==> src/rtl/if_stage_if.sv <==
// if_stage_if: instruction-memory fetch port.
//   imem_req   : fetch request, held until imem_ack.
//   imem_addr  : fetch address, stable while imem_req is high, word aligned.
//   imem_ack   : completion strobe, meaningful only while imem_req is high.
//   imem_rdata : instruction word, valid in the imem_ack cycle.
// Modports: master = fetch unit, slave = instruction memory.
interface if_stage_if #(
    parameter int WORD_SIZE = 32
);
    logic                 imem_req;
    logic [WORD_SIZE-1:0] imem_addr;
    logic                 imem_ack;
    logic [WORD_SIZE-1:0] imem_rdata;

    modport master (
        output imem_req,
        output imem_addr,
        input  imem_ack,
        input  imem_rdata
    );

    modport slave (
        input  imem_req,
        input  imem_addr,
        output imem_ack,
        output imem_rdata
    );
endinterface

==> src/rtl/if_stage.sv <==
// if_stage: instruction fetch stage.
// Holds the PC, fetches one instruction at a time over a single-outstanding
// req/ack port and presents it to the decoder through the IF/ID register.
// A one-entry skid buffer absorbs a response that arrives while the decoder
// is stalled, so the memory handshake never has to be aborted.
// Ports:
//   clk, rst        : clock (rising edge), asynchronous active-high reset.
//   imem            : fetch port (if_stage_if.master).
//   id_stall        : hold the IF/ID register.
//   redirect_valid  : taken branch/jump; flush and refetch from redirect_pc.
//   redirect_pc     : redirect target, low two bits ignored.
//   id_valid        : IF/ID holds a live instruction.
//   id_instr        : instruction to the decoder (NOP_INSTR when invalid).
//   id_pc           : address of id_instr.
//   id_pc_plus4     : id_pc + 4, wrapping.
module if_stage #(
    parameter int                   WORD_SIZE = 32,
    parameter logic [WORD_SIZE-1:0] RESET_PC  = 32'h0000_0000,
    parameter logic [WORD_SIZE-1:0] NOP_INSTR = 32'h0000_0013
) (
    input  logic                 clk,
    input  logic                 rst,
    if_stage_if.master           imem,
    input  logic                 id_stall,
    input  logic                 redirect_valid,
    input  logic [WORD_SIZE-1:0] redirect_pc,
    output logic                 id_valid,
    output logic [WORD_SIZE-1:0] id_instr,
    output logic [WORD_SIZE-1:0] id_pc,
    output logic [WORD_SIZE-1:0] id_pc_plus4
);
    localparam logic [WORD_SIZE-1:0] FOUR = WORD_SIZE'(4);

    // DROP: a redirect arrived while a request was outstanding; the request
    // must stay up until its (now stale) ack returns.
    typedef enum logic [1:0] {BOOT, REQ, IDLE, DROP} state_t;

    state_t               state_reg;
    logic [WORD_SIZE-1:0] pc_reg;
    logic [WORD_SIZE-1:0] addr_reg;
    logic                 skid_valid_reg;
    logic [WORD_SIZE-1:0] skid_instr_reg;
    logic [WORD_SIZE-1:0] skid_pc_reg;

    logic [WORD_SIZE-1:0] redirect_target;
    logic [WORD_SIZE-1:0] pc_plus4;
    logic                 fetch_done;
    logic                 id_open;
    logic                 unused_redirect_lsbs;

    assign redirect_target      = {redirect_pc[WORD_SIZE-1:2], 2'b00};
    assign unused_redirect_lsbs = ^redirect_pc[1:0];
    assign pc_plus4             = pc_reg + FOUR;
    // Only an ack in REQ carries useful data; acks in DROP are stale.
    assign fetch_done           = (state_reg == REQ) && imem.imem_ack;
    // IF/ID can accept a new instruction this cycle.
    assign id_open              = !id_valid || !id_stall;

    assign imem.imem_req  = (state_reg == REQ) || (state_reg == DROP);
    assign imem.imem_addr = addr_reg;

    always_ff @(posedge clk or posedge rst) begin
        if (rst) begin
            state_reg      <= BOOT;
            pc_reg         <= RESET_PC;
            addr_reg       <= RESET_PC;
            skid_valid_reg <= 1'b0;
            skid_instr_reg <= NOP_INSTR;
            skid_pc_reg    <= '0;
            id_valid       <= 1'b0;
            id_instr       <= NOP_INSTR;
            id_pc          <= '0;
            id_pc_plus4    <= FOUR;
        end else begin
            // ---------------- fetch FSM ----------------
            case (state_reg)
                BOOT: begin
                    state_reg <= REQ;
                    pc_reg    <= RESET_PC;
                    addr_reg  <= RESET_PC;
                end
                REQ: begin
                    if (redirect_valid) begin
                        pc_reg <= redirect_target;
                        if (imem.imem_ack) begin
                            addr_reg <= redirect_target;
                        end else begin
                            state_reg <= DROP;
                        end
                    end else if (imem.imem_ack) begin
                        // pc equals addr_reg in REQ, so pc + 4 is the next word.
                        pc_reg <= pc_plus4;
                        if (id_open) begin
                            addr_reg <= pc_plus4;
                        end else begin
                            state_reg <= IDLE;
                        end
                    end
                end
                IDLE: begin
                    if (redirect_valid) begin
                        pc_reg    <= redirect_target;
                        addr_reg  <= redirect_target;
                        state_reg <= REQ;
                    end else if (!id_stall) begin
                        addr_reg  <= pc_reg;
                        state_reg <= REQ;
                    end
                end
                DROP: begin
                    if (redirect_valid) begin
                        pc_reg <= redirect_target;
                    end
                    if (imem.imem_ack) begin
                        addr_reg  <= redirect_valid ? redirect_target : pc_reg;
                        state_reg <= REQ;
                    end
                end
                default: state_reg <= BOOT;
            endcase

            // ---------------- IF/ID and skid ----------------
            // Redirect has priority over stall: wrong-path work is dropped.
            if (redirect_valid) begin
                id_valid       <= 1'b0;
                id_instr       <= NOP_INSTR;
                skid_valid_reg <= 1'b0;
            end else if (id_open) begin
                if (skid_valid_reg) begin
                    id_valid       <= 1'b1;
                    id_instr       <= skid_instr_reg;
                    id_pc          <= skid_pc_reg;
                    id_pc_plus4    <= skid_pc_reg + FOUR;
                    skid_valid_reg <= 1'b0;
                end else if (fetch_done) begin
                    id_valid    <= 1'b1;
                    id_instr    <= imem.imem_rdata;
                    id_pc       <= addr_reg;
                    id_pc_plus4 <= addr_reg + FOUR;
                end else begin
                    id_valid <= 1'b0;
                    id_instr <= NOP_INSTR;
                end
            end else if (fetch_done) begin
                // Decoder is holding a live instruction: park the response.
                skid_valid_reg <= 1'b1;
                skid_instr_reg <= imem.imem_rdata;
                skid_pc_reg    <= addr_reg;
            end
        end
    end
endmodule
==> src/flat_wrapper.sv <==
// flat-port wrapper written by rule: the top's interface ports become plain ports
module if_stage_flat 
#(
    parameter int                   WORD_SIZE = 32,
    parameter logic [WORD_SIZE-1:0] RESET_PC  = 32'h0000_0000,
    parameter logic [WORD_SIZE-1:0] NOP_INSTR = 32'h0000_0013
)
  (clk, rst, id_stall, redirect_valid, redirect_pc, id_valid, id_instr, id_pc, id_pc_plus4, imem_imem_req, imem_imem_addr, imem_imem_ack, imem_imem_rdata);
  if_stage_if #(.WORD_SIZE(WORD_SIZE)) imem_i ();
  input  logic clk;
  input  logic rst;
  input  logic id_stall;
  input  logic redirect_valid;
  input  logic [WORD_SIZE-1:0] redirect_pc;
  output logic id_valid;
  output logic [WORD_SIZE-1:0] id_instr;
  output logic [WORD_SIZE-1:0] id_pc;
  output logic [WORD_SIZE-1:0] id_pc_plus4;
  output wire logic [$bits(imem_i.imem_req)-1:0] imem_imem_req;
  output wire logic [$bits(imem_i.imem_addr)-1:0] imem_imem_addr;
  input wire logic [$bits(imem_i.imem_ack)-1:0] imem_imem_ack;
  input wire logic [$bits(imem_i.imem_rdata)-1:0] imem_imem_rdata;
  assign imem_imem_req = imem_i.imem_req;
  assign imem_imem_addr = imem_i.imem_addr;
  assign imem_i.imem_ack = imem_imem_ack;
  assign imem_i.imem_rdata = imem_imem_rdata;
  if_stage #(.WORD_SIZE(WORD_SIZE), .RESET_PC(RESET_PC), .NOP_INSTR(NOP_INSTR)) u_core (.clk(clk), .rst(rst), .imem(imem_i), .id_stall(id_stall), .redirect_valid(redirect_valid), .redirect_pc(redirect_pc), .id_valid(id_valid), .id_instr(id_instr), .id_pc(id_pc), .id_pc_plus4(id_pc_plus4));
endmodule
==> config.mk <==
export PLATFORM = sky130hd
export DESIGN_NAME = if_stage_flat
export DESIGN_NICKNAME = d
export VERILOG_FILES = /design/src/rtl/if_stage_if.sv /design/src/rtl/if_stage.sv /design/src/flat_wrapper.sv
export SDC_FILE = /design/constraint.sdc
export NUM_CORES = 1
export LEC_CHECK = 0
export BUFFER_PORTS_ARGS = -buffer_cell sky130_fd_sc_hd__buf_2
export CAP_MARGIN = 10
export CORE_UTILIZATION = 51
export CTS_CLUSTER_SIZE = 24
export DETAILED_ROUTE_END_ITERATION = 6
export GPL_TIMING_DRIVEN = 0
export MAX_ROUTING_LAYER = met4
export PLACE_DENSITY = 0.77
export SKIP_CTS_REPAIR_TIMING = 1
export SLEW_MARGIN = 20
export SYNTH_ARGS = -nofsm -noshare
export SYNTH_HDL_FRONTEND = slang
export SYNTH_SLANG_ARGS = --single-unit
==> constraint.sdc <==
create_clock -name clk -period 6.6 [get_ports clk]
set_input_delay 0.99 -clock clk [delete_from_list [all_inputs] [get_ports clk]]
set_output_delay 0.99 -clock clk [all_outputs]
set_load 0.005 [all_outputs]
==> results of run 1 <==
through the flow:
| stage | util, % | hold WS (ns) |
|---|---|---|
| 2_1_floorplan | - | 0.448 |
| 3_3_place_gp | 58.2 | 0.445 |
| 3_5_place_dp | 58.9 | 0.462 |
| 4_1_cts | 62.7 | 0.400 |
| 5_1_grt | 62.7 | 0.412 |
| 6_report | 62.7 | 0.414 |
logic make-up after synthesis:
kind of cell             after synthesis  share of synthesized area (%)
AND/OR/NAND/NOR                      319                           14.7
AO/OA/AOI/OAI                        276                           16.7
flip-flops                           226                           51.9
multiplexers                         113                           11.2
buffers and inverters                 80                           3.14
XOR/XNOR                              26                           2.09
adder cells (fa/ha/maj)                2                          0.229
worst paths after layout:
check,from,endpoint,slack [ns],cells past startpoint
worst max-delay path,u_core.skid_valid_reg$_DFFE_PP0P_,u_core.id_pc_plus4[24]$_DFFE_PP0P_,3.07,11
worst min-delay path,rst,u_core.id_instr[25]$_DFFE_PP0N_,0.41,2
worst max register to register,u_core.skid_valid_reg$_DFFE_PP0P_,u_core.id_pc_plus4[24]$_DFFE_PP0P_,3.07,11
worst min register to register,u_core.id_pc_plus4[8]$_DFFE_PP0P_,u_core.id_pc_plus4[8]$_DFFE_PP0P_,0.47,1
max in group asynchronous,rst,u_core.pc_reg[16]$_DFFE_PP0N_,5.27,5
min in group clk,u_core.id_pc_plus4[8]$_DFFE_PP0P_,u_core.id_pc_plus4[8]$_DFFE_PP0P_,0.47,1
Yosys cell counts (8+ instances only):
cell,n,area [um^2]
a21o_1,12,90.1
a21oi_1,18,90.1
a22oi_1,27,203
buf_2,9,45.0
clkbuf_1,52,195
dfrtp_1,219,5480
mux2_2,75,845
mux2i_1,38,380
nand2_1,165,619
nand3_1,14,70.1
nand4_1,14,87.6
nor2_1,32,120
nor3_1,15,75.1
nor4_1,15,93.8
o21a_1,13,97.6
o21ai_0,114,571
o31ai_1,35,263
or3_1,8,50.1
xnor2_1,16,140
xor2_1,10,87.6
power by group through the flow:
stage	clock [mW]	sequential (mW)	combinational, mW
after floorplan	0	1.89	0.465
after global placement	0	1.92	0.754
after detailed placement	0	1.94	0.791
after CTS	1.39	1.92	0.798
after global routing	1.45	1.96	0.882
final	1.38	1.92	0.796
placed cells by master (no fill, tap or decap), types with 6 or more instances in the layout:
cell type	instances
dfrtp_1	219
or3_1	8
nand4_1	14
clkbuf_16	25
o21a_1	13
nor2_1	32
nor3_1	15
a22o_1	6
a22oi_1	27
a21o_1	12
nand2_1	165
dfstp_2	7
xnor2_1	16
buf_12	8
a31o_2	6
and3_1	7
mux2i_1	38
o31a_1	6
clkinv_2	6
clkbuf_1	54
xor2_1	10
nand3_1	14
a21oi_1	18
o31ai_1	35
nor4_1	15
buf_2	205
buf_1	7
mux2_2	75
o21ai_0	114
nand4b_1	6
worst max-delay path, stage by stage, from the launching register on:
cell and delay, ns:
dfrtp_1 0.46, buf_6 0.20, buf_2 0.26, buf_2 0.34, buf_2 0.39, mux2_2 0.24, ha_1 0.18, a21boi_2 0.41
nand2_1 0.16, buf_2 0.24, o31a_1 0.31, o31ai_1 0.22
final cells by class:
cell class                      instances  area, um^2
Clock inverter                         12         121
Multi-Input combinational cell        736        4900
Timing Repair Buffer                  203        1120
Inverter                                8        33.8
Buffer                                 72         313
Clock buffer                           31         688
Fill cell                            1717        7830
Tap cell                              275         344
Sequential cell                       226        5660
metal layers:
layer	vias up	track usage, %
met5	-	-
met4	0	11.6
met3	86	5.31
met2	379	46.4
met1	4518	38.3
li1	4267	-
==> flow_summary_export.csv, run 1 <==
group,metric,value,unit
outcome,outcome,"complete, no violations",
drt,num_vias,9250,
clocking,cts_sinks,226,
drt,first_pass_iters,5,
logic_synthesis,synth_ff_type,"dfrtp_1",
worst_setup_path,start_kind,"flip-flop",
clocking,clk_latency,0.51,ns
sta,tightestPinTransition,0.999,ns
clocking,cts_root_buf,"clkbuf_16",
logic_synthesis,syn_area,0.0109,mm^2
place,place_area,0.0124,mm^2
logic_synthesis,async_flop_share,100,%
sta,fin_skew,0.00892,ns
logic_synthesis,syn_area_per_cell,10.5,um^2
pwr,total_power,4.10,mW
sta,rsz0062_at_grt,"false",
grt,first_global_vias,9104,
run,cap_violations,0,
sta,tns,0,ns
floorplanning,die_area,0.0220,mm^2
sta,period_share,53.5,%
floorplanning,io_pins,199,
pwr,power.density,311,mW/mm^2
worst_setup_path,crit_fanout,10,
worst_setup_path,critical_path_class,"reg -> reg",
pwr,combPwrFrac,19.4,%
place,place_inst,1520,
drt,wl_met1,13000,um
logic_synthesis,ys_seq_elements,226,
cells_and_area,drive_gt1_share,28.6,%
pwr,vdd_drop_max,0.000215,V
drt,drc,0,
floorplanning,num_rows,53,
logic_synthesis,synth_edf_count,0,
place,detailed_place_hpwl,23000,um
pwr,p_sw_share,29.9,%
place,portBuffers,196,
pwr,power_frac_clock,33.6,%
clocking,cts_tree,"done",
logic_synthesis,synth_seq_area_share,51.9,%
clocking,h-tree-depth,1,
drt,dr.max_layer_used,"met4",
floorplanning,start_util,51.9,%
cells_and_area,final_cell_area,0.0132,mm^2
drt,first_iter_violations,631,
sta,finalSetupViolations,0,
drt,wirelength,31100,um
clocking,clk_pin_slew,0.07,ns
grt,grt_util_all_layers,29.6,%
place,place.gp.congestion,0.979,
floorplanning,coreArea,0.0210,mm^2
floorplanning,fp.dieW,148,um
drt,detail-route-antenna-nets,0,
cells_and_area,stdcell_count,1563,
grt,antenna_found_initial,0,
sta,setup_ws,3.07,ns
pwr,p_int,2.87,mW
sta,relSlewSlack,33.1,%
pwr,switching_power,1.23,mW
cells_and_area,syn_to_final_growth,20.9,%
cells_and_area,nets,1342,
drt,vias_per_cell,5.92,
drt,routedWlPerCell,19.9,um
worst_setup_path,crit_path_end_kind,"flip-flop",
sta,fin_crit,3.53,ns
sta,hold_viol_final,0,
sta,fmax,283,MHz
clocking,clock_path_buffers,3,
worst_setup_path,required,7.01,ns
drt,wl_met3,2280,um
place,pre_cts_ws,2.83,ns
floorplanning,die_y,148,um
worst_hold_path,hold_path.class,"in -> async",
clocking,cts_made_buffers,24,
logic_synthesis,syn_nets,1113,
drt,routed-wl-met2,14500,um
worst_setup_path,arrival,3.95,ns
grt,grt_remaining_overflow,0,
pwr,seqPwrFrac,47.0,%
grt,grt_pass1_wl,49200,um
cells_and_area,diodes,0,
logic_synthesis,yosysWarnings,0,
pwr,leakagePower,5.98,nW
sta,finalMaxSlewViolations,0,
logic_synthesis,ys_types,76,
logic_synthesis,syn_inst,1042,
grt,grt_max_degree,36,
Note: power is estimated with default switching activity, not from simulation.
==> inputs of run 2 (changes only) <==
Settings changed: ABC_AREA set to 1, CORE_UTILIZATION 51 to 52, PLACE_DENSITY 0.77 to 0.75.
Clock period 6.6 ns to 3.5 ns, I/O delays scaled along.
==> run 2 against run 1 <==
  * Routed wire length is 19% higher
  * Clock power rose by 110%
  * Final cell count grew 39%
  * Clock skew is 0.016 ns higher
  * Global-route usage grew 3.1 points
  * Area after synthesis grew 9.4%
  * Clock-buffer cell count did not move
  * Sequential share of layout area fell by 3.4 points
  * Core utilization up 0.66 points
  * First-iteration DRC count rose by 52%
==> flow_summary_export.csv, run 2 <==
group,metric,value,unit
logic_synthesis,syn_area,0.0119,mm^2
drt,first_pass_iters,7,
worst_hold_path,hold_path.class,"in -> async",
cells_and_area,syn_to_final_growth,19.9,%
pwr,power.density,786,mW/mm^2
grt,first_global_vias,10831,
worst_setup_path,cp_top_family,"buffers and inverters",
logic_synthesis,ys_types,47,
sta,relSlewSlack,49.1,%
grt,use_met3,3.41,%
floorplanning,coreArea,0.0226,mm^2
logic_synthesis,ys_seq_elements,226,
grt,grt_util_all_layers,32.7,%
pwr,seqPwrFrac,38.7,%
sta,fin_crit,2.36,ns
cells_and_area,final_util,63.4,%
sta,finalSetupViolations,0,
floorplanning,die_y,153,um
worst_setup_path,max_stage_delay,0.37,ns
sta,setup_ws,1.14,ns
floorplanning,io_pins,199,
place,place.gp.congestion,0.959,
pwr,power_frac_clock,25.2,%
sta,finalMaxSlewViolations,0,
grt,grt_pass1_wl,58700,um
worst_setup_path,start_kind,"flip-flop",
clocking,cts_sinks,226,
sta,tightestPinTransition,0.762,ns
cells_and_area,multi_input_area,0.00538,mm^2
worst_setup_path,cp_common_cell,"nand2_1",
logic_synthesis,post-synth-top-count-cell,"nand2_1",
pwr,vdd_drop_max,0.000344,V
clocking,cts_tree,"done",
floorplanning,fp.dieW,153,um
sta,period_share,67.6,%
cells_and_area,nets,1939,
place,place_area,0.0134,mm^2
worst_setup_path,crit_fanout,10,
clocking,clk_latency,0.55,ns
place,detailed_place_hpwl,28000,um
logic_synthesis,async_flop_share,100,%
cells_and_area,fillers,2054,
logic_synthesis,synth_ff_type,"dfrtp_1",
grt,top_usage_layer,"met2",
logic_synthesis,synth_area_leaders,"dfrtp_1 (46%), nand2_1 (20%), o21ai_0 (6.5%)",
logic_synthesis,yosys-top-cells-count,"nand2_1 (624), dfrtp_1 (219), nor2_1 (173), o21ai_0 (156), inv_1 (105)",
grt,grt_remaining_overflow,0,
pwr,leakagePower,7.32,nW
sta,fmax,423,MHz
pwr,p_sw_share,39.9,%
drt,num_vias,11604,
cells_and_area,final_cell_area,0.0143,mm^2
logic_synthesis,synth_top_area_cell,"dfrtp_1",
sta,fin_skew,0.0254,ns
logic_synthesis,syn_nets,1710,
worst_setup_path,required,3.91,ns
logic_synthesis,yosysTopAreaCellShare,45.9,%
worst_setup_path,worst-path-buf-inv,4,
drt,vias_per_cell,5.35,
clocking,h-tree-depth,1,
pwr,switching_power,4.49,mW
grt,grt_max_degree,37,
cells_and_area,final_common_cell,"nand2_1",
grt,antenna_found_initial,0,
worst_setup_path,path_cells,"buf_6 -> buf_12 -> o21ai_2 -> inv_1 -> ha_1 -> nand2_2 -> nor2_4 -> nand2_1 -> clkinv_1 -> nand3_1 -> nand2_1 -> nand2_1 -> nand2_1",
clocking,clock_path_buffers,3,
floorplanning,start_util,52.9,%
sta,hold_viol_final,0,
cells_and_area,drive_gt1_share,19.4,%
sta,holdWs,0.127,ns
worst_setup_path,slowest_stage,"dfrtp_1",
cells_and_area,final_cell_mix,"nand2_1 (624), buf_2 (225), dfrtp_1 (219)",
place,portBuffers,195,
floorplanning,die_area,0.0236,mm^2
drt,routedWlPerCell,17.1,um
place,pre_cts_ws,1.07,ns
sta,rsz0062_at_grt,"false",
run,cap_violations,0,
grt,grt_use_met1,44.5,%
worst_setup_path,crit_start,"u_core.skid_valid_reg$_DFFE_PP0P_",
pwr,p_int,6.77,mW
drt,drc,0,
worst_setup_path,critical_path_class,"reg -> reg",
worst_setup_path,arrival,2.77,ns
logic_synthesis,syn_inst,1639,
logic_synthesis,syn_area_per_cell,7.28,um^2
clocking,clk_pin_slew,0.06,ns
floorplanning,num_rows,55,
grt,grtUsageMet2,51.0,%
drt,detail-route-antenna-nets,0,
cells_and_area,regArea,0.00566,mm^2
pwr,combPwrFrac,36.0,%
clocking,cts_root_buf,"clkbuf_16",
logic_synthesis,synth_seq_area_share,47.5,%
outcome,outcome,"complete, no violations",
clocking,cts_made_buffers,25,
drt,first_iter_violations,957,
worst_setup_path,crit_path_end_kind,"flip-flop",
sta,tns,0,ns
drt,wirelength,37000,um
logic_synthesis,yosysWarnings,0,
logic_synthesis,synth_edf_count,0,
worst_setup_path,reg2reg_from,"u_core.skid_valid_reg$_DFFE_PP0P_",
cells_and_area,diodes,0,
## run 2: changes by cell type after synthesis, moves of 33 or more
cell,previous run,this run
inv_1,6,105
mux2_2,75,0
mux2i_1,38,0
nand2_1,165,624
nand3_1,14,65
nor2_1,32,173
o21ai_0,114,156
o31ai_1,35,2
## run 2: cells by family after synthesis
group	share of synthesized area [%]
DFF	47.5
adders and majority gates	0.210
xor gates and xnor gates	0.147
AOI/OAI and AO/OA	12.2
buffers and inverters	7.42
and+or+nand+nor	32.6
## run 2: metal layers
layer	share of wire [%]	routed length, um
met5	0	0
met3	6.4	2360
met2	46	17200
met4	3.2	1190
met1	44	16300
## run 2: cell type report
class,count,share of cell area [%]
sequential,226,39.6
multi-input combinational,1214,37.6
timing repair buffer,202,7.90
clock buffer,31,4.74
inverter,117,3.11
buffer,82,3.10
tap,285,2.49
clock inverter,13,1.45
## run 2: final timing paths
| check | endpoint | slack (ns) | cells past startpoint |
|---|---|---|---|
| worst max-delay path | u_core.id_pc_plus4[26]$_DFFE_PP0P_ | 1.14 | 13 |
| worst min-delay path | u_core.imem.imem_addr[26]$_DFFE_PP0P_ | 0.13 | 2 |
| worst min register to register | u_core.id_pc_plus4[16]$_DFFE_PP0P_ | 0.47 | 2 |
| min in group clk | u_core.skid_instr_reg[19]$_DFFE_PP0P_ | 0.20 | 3 |
| max in group asynchronous | u_core.state_reg[0]$_DFFE_PP0P_ | 2.28 | 5 |
| worst max register to register | u_core.id_pc_plus4[26]$_DFFE_PP0P_ | 1.14 | 13 |
## run 2: through the flow
| step | instances | total power, mW |
|---|---|---|
| after floorplan | 1639 | 6.70 |
| after global placement | 2119 | 8.24 |
| after detailed placement | 2126 | 8.37 |
| after CTS | 2170 | 11.2 |
| after global routing | 2170 | 12.0 |
| final | 2170 | 11.3 |
## run 2: power by group through the flow
stage          sequential [mW]  combinational [mW]  clock (mW)
2_1_floorplan             4.24                2.46           0
3_3_place_gp              4.34                3.90           0
3_5_place_dp              4.36                4.01           0
4_1_cts                   4.33                4.04        2.87
5_1_grt                   4.47                4.58        2.97
6_report                  4.36                4.06        2.84
==> inputs of run 3 (changes only) <==
Settings changed: PLACE_DENSITY 0.75 to 0.78.
Clock period 3.5 ns to 2.1 ns, I/O delays scaled along.
==> run 3 against run 2 <==
  * The flow now finishes with violations (hold timing)
  * Clock-buffer cell count up 9
  * Flip-flop and latch count is the same
  * Via count is 2.1% higher
  * Global-route usage increased by 0.41 points
  * Register-to-register slack lost 1.1 ns
  * Sequential power rose by 67%
  * Combinational power up 72%
  * Critical path depth is the same
  * Highest routed layer unchanged
==> flow_summary_export.csv, run 3 (synthesized netlist as in run 2, its figures left out) <==
group,metric,value,unit
floorplanning,die_area,0.0236,mm^2
cells_and_area,drive_gt1_share,20.9,%
drt,routedWlPerCell,17.5,um
worst_setup_path,crit_start,"u_core.skid_valid_reg$_DFFE_PP0P_",
drt,vias_per_cell,5.42,
sta,fmax,486,MHz
sta,tns,0,ns
sta,period_share,97.9,%
drt,first_pass_iters,5,
sta,finalSetupViolations,0,
sta,tightestPinTransition,0.736,ns
cells_and_area,final_cell_mix,"nand2_1 (621), buf_2 (223), dfrtp_1 (218)",
drt,detail-route-antenna-nets,0,
pwr,p_int,11.2,mW
cells_and_area,nets,1951,
drt,drc,0,
clocking,cts_made_buffers,26,
grt,grt_max_degree,37,
floorplanning,die_y,153,um
worst_setup_path,r2r_cells,13,
place,detailed_place_hpwl,28500,um
worst_hold_path,hold_end,"u_core.skid_instr_reg[16]$_DFFE_PP0P_",
cells_and_area,diodes,0,
worst_setup_path,start_kind,"flip-flop",
worst_hold_path,hold_path.class,"in -> reg",
pwr,vdd_drop_max,0.000585,V
drt,first_iter_violations,1013,
worst_setup_path,reg2reg_from,"u_core.skid_valid_reg$_DFFE_PP0P_",
clocking,cts_tree,"done",
worst_hold_path,hp-start,"imem_imem_rdata[16]",
sta,holdWs,-0.00341,ns
pwr,power_frac_clock,24.5,%
clocking,clk_latency,0.54,ns
worst_hold_path,holdPathStages,3,
place,place.gp.congestion,0.959,
sta,hold_viol_final,3,
clocking,cts_sinks,226,
drt,num_vias,11847,
worst_setup_path,crit_fanout,10,
grt,grt_util_all_layers,33.1,%
sta,finalMaxSlewViolations,0,
pwr,combPwrFrac,36.9,%
run,cap_violations,0,
grt,first_global_vias,10938,
sta,relSlewSlack,50.9,%
clocking,clk_pin_slew,0.06,ns
floorplanning,coreArea,0.0226,mm^2
cells_and_area,syn_to_final_growth,21.5,%
grt,antenna_found_initial,0,
drt,wirelength,38300,um
floorplanning,start_util,52.9,%
worst_setup_path,worst-r2r-setup-slack,0.04,ns
outcome,violations,"hold timing",
sta,fin_crit,2.06,ns
worst_setup_path,crit_path_end_kind,"flip-flop",
pwr,p_sw_share,40.6,%
clocking,h-tree-depth,1,
pwr,leakagePower,7.41,nW
pwr,power.density,1300,mW/mm^2
clocking,cts_root_buf,"clkbuf_16",
pwr,total_power,18.9,mW
cells_and_area,final_common_cell,"nand2_1",
sta,fin_skew,0.00785,ns
worst_setup_path,arrival,2.47,ns
outcome,outcome,"finished with violations",
floorplanning,io_pins,199,
worst_setup_path,r2r_end,"u_core.id_pc_plus4[28]$_DFFE_PP0P_",
grt,grt_remaining_overflow,0,
pwr,switching_power,7.67,mW
pwr,seqPwrFrac,38.6,%
worst_setup_path,critical_path_class,"reg -> reg",
floorplanning,num_rows,55,
floorplanning,fp.dieW,153,um
grt,grt_pass1_wl,59400,um
worst_setup_path,required,2.52,ns
clocking,clock_path_buffers,3,
place,portBuffers,195,
## run 3: worst max-delay path by stage
| stage | end | slack [ns] |
|---|---|---|
| finish | u_core.id_pc_plus4[28]$_DFFE_PP0P_ | 0.04 |
| global route | u_core.id_pc_plus4[20]$_DFFE_PP0P_ | -0.02 |
| CTS | u_core.id_pc_plus4[26]$_DFFE_PP0P_ | -0.29 |
| detailed placement | u_core.id_pc_plus4[26]$_DFFE_PP0P_ | -0.26 |
| global placement | u_core.skid_instr_reg[9]$_DFFE_PP0P_ | -2.52 |
| floorplan | u_core.id_instr[10]$_DFFE_PP0N_ | -1.16 |
## run 3: per-stage QoR
step                      worst slack, ns  cells  cell area (um^2)  hold slack [ns]  utilization [%]
after floorplan                     -1.16   1639             11900            0.432                -
after global placement              -2.52   2119             13300            0.446             58.8
after detailed placement           -0.256   2127             13400            0.290             59.5
after CTS                          -0.286   2175             14300           -0.277             63.4
after global routing              -0.0155   2185             14500          0.00499             64.2
final                              0.0433   2185             14500         -0.00341             64.2
## run 3: cell type report
type | count | area [um^2]
Clock inverter | 8 | 109
Clock buffer | 40 | 773
Fill cell | 2008 | 8080
Sequential cell | 226 | 5670
Inverter | 117 | 448
Tap cell | 285 | 357
Buffer | 81 | 455
Multi-Input combinational cell | 1214 | 5450
Timing Repair Buffer | 214 | 1230
## run 3: critical path, cell delays in order, from the launching register on
cell	delay [ns]
dfrtp_1	0.37
buf_6	0.15
buf_12	0.16
nand2_4	0.09
o21ai_4	0.09
inv_4	0.08
ha_2	0.18
nand2_2	0.09
nor2_4	0.21
nand3_4	0.14
nor2_2	0.16
nand3_1	0.08
nand2_1	0.07
nand3_1	0.06
## run 3: routing by layer
metal	part of all wire, %	global-route usage (%)	vias up
li1	-	-	5700
met1	43	45.1	5594
met2	47	51.0	476
met3	6.9	4.14	77
met4	3.1	12.0	0
met5	0	-	-
## run 3: power groups by stage
stage	clock [mW]	sequential (mW)	combinational (mW)
2_1_floorplan	0	7.07	4.10
3_3_place_gp	0	7.25	6.49
3_5_place_dp	0	7.28	6.73
4_1_cts	4.68	7.24	6.78
5_1_grt	4.87	7.47	7.77
6_report	4.64	7.29	6.98
